`src/rtl/tm1637_key_reader.sv`:
```
// tm1637_key_reader: periodic TM1637 key-scan reader (cmd 0x42) with debounce and valid/ready output.
//   aclk, aresetn      : system clock, synchronous active-low reset
//   bus_grant          : display writer idle, a transaction may start
//   bus_busy           : high while this block owns the bus (START..STOP)
//   tm1637_clk         : TM1637 CLK line
//   dio_oe / dio_in    : open-drain DIO drive (1 = pull low) and synchronised pin sample
//   m_axis_*           : confirmed scan byte stream (0xFF = no key)
//   ack_error          : one-cycle pulse when the command is not ACKed
module tm1637_key_reader #(
  parameter int CLK_DIV     = 250,
  parameter int POLL_PERIOD = 500000
) (
  input  logic       aclk,
  input  logic       aresetn,
  input  logic       bus_grant,
  output logic       bus_busy,
  output logic       tm1637_clk,
  output logic       dio_oe,
  input  logic       dio_in,
  output logic       m_axis_valid,
  output logic [7:0] m_axis_data,
  input  logic       m_axis_ready,
  output logic       ack_error
);
  localparam int CW = $clog2(3 * CLK_DIV);
  localparam int PW = POLL_PERIOD > 1 ? $clog2(POLL_PERIOD) : 1;
  localparam logic [CW-1:0] DIV       = CW'(CLK_DIV);
  localparam logic [CW-1:0] MID_LO    = CW'(CLK_DIV / 2);
  localparam logic [CW-1:0] MID_HI    = CW'(CLK_DIV + CLK_DIV / 2);
  localparam logic [CW-1:0] START_END = CW'(CLK_DIV - 1);
  localparam logic [CW-1:0] PULSE_END = CW'(2 * CLK_DIV - 1);
  localparam logic [CW-1:0] DIO_REL   = CW'(2 * CLK_DIV);
  localparam logic [CW-1:0] STOP_END  = CW'(3 * CLK_DIV - 1);
  localparam logic [PW-1:0] POLL_LAST = PW'(POLL_PERIOD - 1);
  localparam logic [7:0]    CMD_READ  = 8'h42;

  typedef enum logic [2:0] {IDLE, START, CMD, CMD_ACK, READ, READ_ACK, STOP, DONE} state_t;

  state_t        state_q, state_d;
  logic [CW-1:0] cnt_q, cnt_d;
  logic [2:0]    bit_q, bit_d;
  logic [7:0]    rx_q, rx_d;
  logic          nack_q, nack_d;
  logic [PW-1:0] poll_q, poll_d;
  logic          pend_q, pend_d;
  logic [7:0]    prev_q, prev_d, last_q, last_d;
  logic [7:0]    data_q, data_d;
  logic          clk_q, clk_d, oe_q, oe_d, busy_q, busy_d, valid_q, valid_d, aerr_q, aerr_d;
  logic          pulse_end, wrap, start, acked, confirm;

  always_comb begin
    pulse_end = cnt_q == PULSE_END;
    wrap      = poll_q == POLL_LAST;
    start     = state_q == IDLE && pend_q && bus_grant;
    state_d   = state_q;
    cnt_d     = cnt_q + 1'b1;
    bit_d     = bit_q;
    rx_d      = rx_q;
    nack_d    = nack_q;
    case (state_q)
      IDLE: begin
        cnt_d = '0;
        if (start) state_d = START;
      end
      START: if (cnt_q == START_END) begin
        cnt_d   = '0;
        bit_d   = '0;
        state_d = CMD;
      end
      CMD: if (pulse_end) begin
        cnt_d = '0;
        bit_d = bit_q + 1'b1;
        if (bit_q == 3'd7) state_d = CMD_ACK;
      end
      CMD_ACK: begin
        if (cnt_q == MID_HI) nack_d = dio_in;
        if (pulse_end) begin
          cnt_d   = '0;
          state_d = nack_q ? STOP : READ;
        end
      end
      READ: begin
        // LSB arrives first, so shifting in from the top leaves bit i in rx[i]
        if (cnt_q == MID_HI) rx_d = {dio_in, rx_q[7:1]};
        if (pulse_end) begin
          cnt_d = '0;
          bit_d = bit_q + 1'b1;
          if (bit_q == 3'd7) state_d = READ_ACK;
        end
      end
      READ_ACK: if (pulse_end) begin
        cnt_d   = '0;
        state_d = STOP;
      end
      STOP: if (cnt_q == STOP_END) begin
        cnt_d   = '0;
        state_d = DONE;
      end
      DONE: begin
        cnt_d   = '0;
        state_d = IDLE;
      end
      default: state_d = IDLE;
    endcase
    // Pin outputs are decoded from the next state so the registered pins line up with the state register
    busy_d = !(state_d inside {IDLE, DONE});
    clk_d  = state_d inside {IDLE, START, DONE} || cnt_d >= DIV;
    oe_d   = state_d inside {IDLE, DONE} ? 1'b0 :
             state_d == START            ? 1'b1 :
             state_d == STOP             ? cnt_d < DIO_REL :
             cnt_d == MID_LO             ? (state_d == CMD ? !CMD_READ[bit_d] : state_d == READ_ACK) :
                                           oe_q;
    aerr_d  = state_q == CMD_ACK && pulse_end && nack_q;
    poll_d  = wrap ? '0 : poll_q + 1'b1;
    pend_d  = wrap | (pend_q & ~start);
    acked   = state_q == DONE && !nack_q;
    confirm = acked && rx_q == prev_q && rx_q != last_q && !valid_q;
    prev_d  = acked ? rx_q : prev_q;
    last_d  = confirm ? rx_q : last_q;
    data_d  = confirm ? rx_q : data_q;
    valid_d = confirm | (valid_q & ~m_axis_ready);
  end

  always_ff @(posedge aclk) begin
    if (!aresetn) begin
      state_q <= IDLE;
      cnt_q   <= '0;
      bit_q   <= '0;
      rx_q    <= 8'hFF;
      nack_q  <= 1'b0;
      poll_q  <= '0;
      pend_q  <= 1'b0;
      prev_q  <= 8'hFF;
      last_q  <= 8'hFF;
      data_q  <= 8'h00;
      clk_q   <= 1'b1;
      oe_q    <= 1'b0;
      busy_q  <= 1'b0;
      valid_q <= 1'b0;
      aerr_q  <= 1'b0;
    end else begin
      state_q <= state_d;
      cnt_q   <= cnt_d;
      bit_q   <= bit_d;
      rx_q    <= rx_d;
      nack_q  <= nack_d;
      poll_q  <= poll_d;
      pend_q  <= pend_d;
      prev_q  <= prev_d;
      last_q  <= last_d;
      data_q  <= data_d;
      clk_q   <= clk_d;
      oe_q    <= oe_d;
      busy_q  <= busy_d;
      valid_q <= valid_d;
      aerr_q  <= aerr_d;
    end
  end

  assign tm1637_clk   = clk_q;
  assign dio_oe       = oe_q;
  assign bus_busy     = busy_q;
  assign m_axis_valid = valid_q;
  assign m_axis_data  = data_q;
  assign ack_error    = aerr_q;
endmodule

```
`config.mk`:
```
export PLATFORM = sky130hd
export DESIGN_NAME = tm1637_key_reader
export DESIGN_NICKNAME = d
export VERILOG_FILES = /design/src/rtl/tm1637_key_reader.sv
export SDC_FILE = /design/constraint.sdc
export NUM_CORES = 1
export LEC_CHECK = 0
export CORE_MARGIN = 10
export CORE_UTILIZATION = 55
export DETAILED_ROUTE_END_ITERATION = 7
export PLACE_DENSITY = 0.74
export RECOVER_POWER = 25
export SLEW_MARGIN = 20
export SYNTH_ARGS = -nofsm -noshare
export SYNTH_HDL_FRONTEND = slang
export SYNTH_SLANG_ARGS = --single-unit
```
`constraint.sdc`:
```
create_clock -name aclk -period 6.6 [get_ports aclk]
set_input_delay 1.65 -clock aclk [delete_from_list [all_inputs] [get_ports aclk]]
set_output_delay 1.65 -clock aclk [all_outputs]
set_load 0.03 [all_outputs]
```
# [After elaboration in Yosys (flattened, before gate mapping)]
# Memory sizes are Yosys's and may differ from the RTL's.
# Index checks and enable logic that the tools add are counted.
[word_totals] regBits=74 mem_count=1 inputBits=5 mem_bits_ro=8 wordCells=98 out_inout_bits=13
[classes] bitwise=7 reduce_logical=25 eq_ne=21 magnitude_cmp=3 addsub=3 muxes=23
[mem_list] memory="(no name shown)" depth=8 width=1 rd=1 rd_clocked_by_memory_dff=0 wr=0 line_no="111" rtl="cnt_d == MID_LO ? (state_d == CMD ? !CMD_READ[bit_d] : state_d == READ_ACK) :"
[ops] operator="$pmux 10 s4" n=1
[ops] operator="$mux 3" n=11
[ops] operator="$mux 10" n=3
[ops] operator="$eq 3x3->1 const B" n=8
[ops] operator="$pmux 3 s8" n=1
[ops] operator="$eq 10x9->1 const B" n=2
[ops] operator="$add 19x1->19 const B" n=1
[ops] operator="$eq 19x19->1 const B" n=1
[ops] operator="$add 10x1->10 const B" n=1
[ops] operator="$eq 10x10->1 const B" n=1
[ops] operator="$eq 10x7->1 const B" n=1
[ops] operator="$eq 10x8->1 const B" n=1
[ops] operator="$ge 10x8->1 const B" n=1
[ops] operator="$lt 10x9->1 const B" n=1
[ops] operator="$eq 3x2->1 const B" n=3
[ops] operator="$eq 8x8->1" n=1
[ops] operator="$logic_and 1x1->1" n=8
[ops] operator="$ne 8x8->1" n=1
[ops] operator="$reduce_or 2->1" n=4
[ops] operator="$eq 3x1->1 const B" n=2
[ops] operator="$logic_not 3->1" n=2
[ops] operator="$pmux 3 s2" n=1
[ops] operator="$reduce_bool 3->1" n=2
[ops] operator="$mux 1" n=5
[ops] operator="11 further kinds" n=19

# [Longest topological paths before layout]
[logic_depth] ltp_word=10 depth_mapped=9 depth_no_buf=9

# [Worst setup path before layout]
# OpenSTA, ideal clock, no wires.
[synth_timing] path_kind="input-to-reg" from="in bus_grant" to="reg oe_q (netlist: dio_oe)" slack_ns=3.939 arrival_time_ns=2.516 required_time_ns=6.456 n_path_buf=0 setup_time_ns=0.144 cell_stages=6 cell_sequence="nand3b_1 -> a211oi_1 -> a211oi_2 -> a221o_1 -> nand3_1 -> a41oi_1"
[synth_between] elab_chain_len=8 word_cells_on_any_way=16 cone_classes="eq/ne: 5; mux: 6; reduce/logical: 5"
[synth_lines] item="start, declared" line_no="15" rtl="input logic bus_grant,"
[synth_lines] item="$logic_and 1x1->1 *" line_no="54" rtl="start = state_q == IDLE && pend_q && bus_grant;"
[synth_lines] item="$mux 3 *" line_no="63" rtl="if (start) state_d = START;"
[synth_lines] item="$pmux 3 s8 *" line_no="60" rtl="case (state_q)"
[synth_lines] item="$eq 3x3->1 or $eq 3x2->1 (tied branches)" line_no="111"
[synth_lines] item="$mux 1 (2 in a row)" line_no="111"
[synth_lines] item="$mux 1" line_no="110" rtl="state_d == STOP ? cnt_d < DIO_REL :"
[synth_lines] item="$mux 1" line_no="109" rtl="state_d == START ? 1'b1 :"
[synth_lines] item="end signal, assigned" line_no="137" rtl="oe_q <= 1'b0;"
[synth_lines] item="end signal, assigned" line_no="153" rtl="oe_q <= oe_d;"
[synth_lines] item="end, declared" line_no="48" rtl="logic clk_q, clk_d, oe_q, oe_d, busy_q, busy_d, valid_q, valid_d, aerr_q, aerr_d;"
# Mark *: on every way between the ends. The rest lies on a longest branch, timed or not. The select of a mux whose other input is x is not followed.
# A chain may end at the register's enable or synchronous reset.

# [Worst setup path in the final report]
[layout_timing] from="in aresetn" to="reg clk_q (netlist: tm1637_clk)"
[layout_rtl] item="start, declared" line_no="14" rtl="input logic aresetn,"
[layout_rtl] item="end signal, assigned" line_no="152" rtl="clk_q <= clk_d;"
[layout_rtl] item="end, declared" line_no="48"
# No word-level cell between the ends.

==> impl_metrics.py <==
metrics = {
    "status": {
        "status": "complete, no violations",
    },
    "cells_and_area": {
        "diodes": 0,
        "final_nets": 434,
        "fin_util_pct": 62.3,
        "synthToLayoutAreaGrowth_pct": 11.0,
        "drive_gt1_share_pct": 6.06,
    },
    "timing": {
        "period_needed_ns": 3.56,
        "hold_viol": 0,
        "tightest_slew_ns": 0.759,
        "relSlewSlack_pct": 49.2,
        "rsz0062_at_grt": "no",
        "worst_clock_skew_ns": 0.0142,
        "fmax_mhz": 281,
        "hold_ws_ns": 0.471,
        "min_period_over_period_pct": 53.9,
        "setup_tns_ns": 0,
        "setup_viol": 0,
        "fin_ws_ns": 3.04,
        "slew_viol_final": 0,
    },
    "critical_path": {
        "r2r_cells": 8,
        "cpPeakStageDelay_ns": 1.03,
        "crit_path_top_delay_cell": "dlygate4sd3_1",
        "worstReg2RegEnd": "dio_oe",
        "worstPathArrival_ns": 3.77,
        "rr_startpoint": "cnt_q[0]",
        "cp-end-kind": "flop",
        "r2r_setup_slack_ns": 3.82,
        "cp.depth": 3,
        "start_kind": "primary input",
        "crit_start": "aresetn",
        "path_max_fanout": 22,
        "path_class": "in -> reg",
        "cp_num_buf_inv": 2,
        "critPathRequiredTime_ns": 6.81,
        "crit_family": "buffers and inverters",
        "path_cells": "dlygate4sd3_1 -> clkinv_1 -> or4b_1",
    },
    "routing": {
        "drt_wl_total_mm": 7.10,
        "vias": 2881,
        "drt_iter0_markers": 98,
        "first_pass_iters": 4,
        "wl_per_cell_um": 14.0,
        "drc": 0,
        "avgViaCountPerCell": 5.69,
        "ant_nets": 0,
    },
    "logic_synthesis": {
        "synth_top_area_cell": "dfxtp_1",
        "netlist_top_cells_count": "dfxtp_1 (74), nor2_1 (55), nand2_1 (42)",
        "syn_nets": 425,
        "avgSynthCellArea_um2": 8.49,
        "synth_seq_cells": 74,
        "yosysMostFrequentCell": "dfxtp_1",
        "syn_inst": 415,
        "ys.flop_type": "dfxtp_1",
        "async_reset_ff_share_pct": 0,
        "synth_area_um2": 3520,
        "synthDistinctLibCells": 52,
        "synth_top_area_share_pct": 42.0,
        "yosysWarningCount": 0,
        "synth.top_cells.by_area": "dfxtp_1 (42%), nor2_1 (5.9%), xnor2_1 (5.7%)",
        "synth-seq-area-share_pct": 42.0,
        "synth_edf_count": 0,
    },
    "clocking": {
        "clkTransAtPathRegs_ns": 0.07,
        "cts_hold_buf": 0,
        "post_cts_buffers": 0,
        "cts_max_level": 3,
        "cts_resized": 0,
        "clk_path_buf_depth": 2,
        "cts.sinks": 74,
        "tritoncts": "built",
        "clk_latency_ns": 0.35,
        "cts-buffers-inserted": 9,
        "root_buffer": "clkbuf_8",
    },
    "floorplan": {
        "coreArea_um2": 6280,
        "die_w_um": 100,
        "start_util_pct": 56.1,
        "io_pins": 18,
        "die_area_um2": 10000,
        "dieHeight_um": 100,
        "num_rows": 29,
    },
    "min_path": {
        "worstHoldStart": "poll_q[0]",
        "min_to": "poll_q[0]",
        "hold_path.class": "reg -> reg",
        "min_path_cells": 1,
    },
    "global_route": {
        "antenna_found_initial": 0,
        "grt.overflow.total": 0,
        "first_global_vias": 2688,
        "grt_max_degree": 23,
        "grt_util_all_layers_pct": 14.5,
        "grt_pass1_wl_mm": 12.3,
    },
    "power_and_ir_drop": {
        "p_leak_nw": 1.54,
        "totalPowerFinal_uw": 802,
        "power_density_nw_per_um2": 205,
        "ir_drop_uv": 136,
    },
    "place": {
        "io_buffer_count": 17,
        "hpwl_mm": 5.10,
        "globalplace.congestion": 0.859,
        "post-place-ws_ns": 2.77,
    },
    "run": {
        "drv_cap": 0,
    },
}
-- through the flow --
step | cell area [µm²] | cells
2_1_floorplan | 3520 | 415
3_3_place_gp | 3720 | 490
3_5_place_dp | 3720 | 490
4_1_cts | 3910 | 506
5_1_grt | 3910 | 506
6_report | 3910 | 506
-- logic make-up (layout without fill, tap and decap cells) --
logic type | count (synthesis) | in the layout | synth area share [%]
AO/OA/AOI/OAI | 83 | 83 | 16.5
AND/OR/NAND/NOR | 175 | 175 | 25.0
XOR/XNOR | 40 | 40 | 9.94
buffers and inverters | 36 | 50 | 4.15
flip-flops | 74 | 74 | 42.0
adder cells (fa/ha/maj) | 5 | 5 | 1.77
multiplexers | 2 | 2 | 0.603
-- layout by cell type, fill, tap and decap left out, types with 4 or more instances in the layout --
cell type / count
dfxtp_1: 74
nor2_1: 55
nand2_1: 42
a21oi_1: 24
xnor2_1: 23
nand3_1: 18
xor2_1: 17
o211ai_1: 17
inv_1: 14
clkdlybuf4s50_1: 14
nor3_1: 13
a211o_1: 10
clkbuf_8: 9
or3_1: 6
a31oi_1: 6
nand4_1: 5
and3_1: 5
ha_1: 5
o21ai_0: 4
a211oi_1: 4
o31ai_1: 4
-- area by class of cell --
cell class / count / area (µm²)
clock buffers: 10 / 128
multi-input cells: 305 / 1900
flip-flops and latches: 74 / 1480
repair buffers: 19 / 185
inverters: 15 / 56.3
clock inverters: 6 / 67.6
well taps: 77 / 96.3
fillers: 567 / 2370
-- report_power, final --
part,switching (mW),internal [mW],total (mW)
sequential,0.00139,0.448,0.449
combinational,0.00750,0.00410,0.0116
clock,0.167,0.175,0.342
-- worst max-delay path by stage --
stage | end
global route | tm1637_clk
floorplan | dio_oe
detailed placement | tm1637_clk
CTS | tm1637_clk
global placement | tm1637_clk
finish | tm1637_clk
-- state kept, by name (all words and copies together) (netlist names) --
name	flops
dio_oe	1
prev_q	8
poll_q	19
m_axis_valid	1
m_axis_data	8
bus_busy	1
state_q	3
last_q	8
rx_q	8
ack_error	1
bit_q	3
tm1637_clk	1
nack_q	1
pend_q	1
cnt_q	10
-- per-layer routing --
layer	track usage [%]	up-vias	wire, µm
met3	3.98	7	321
met4	4.67	0	68
met5	0	-	0
met1	18.6	1347	3440
li1	-	1477	-
met2	23.1	50	3270
-- worst register-to-register path, stage by stage (launching register included) --
cell and delay [ns]:
dfxtp_1 0.49, ha_1 0.41, nand3b_2 0.22, nor3_2 0.34, mux2_1 0.38, a211oi_2 0.42, a221o_1 0.21, nand3_1 0.08
a41oi_1 0.16
Note: power is estimated with default switching activity, not from simulation.
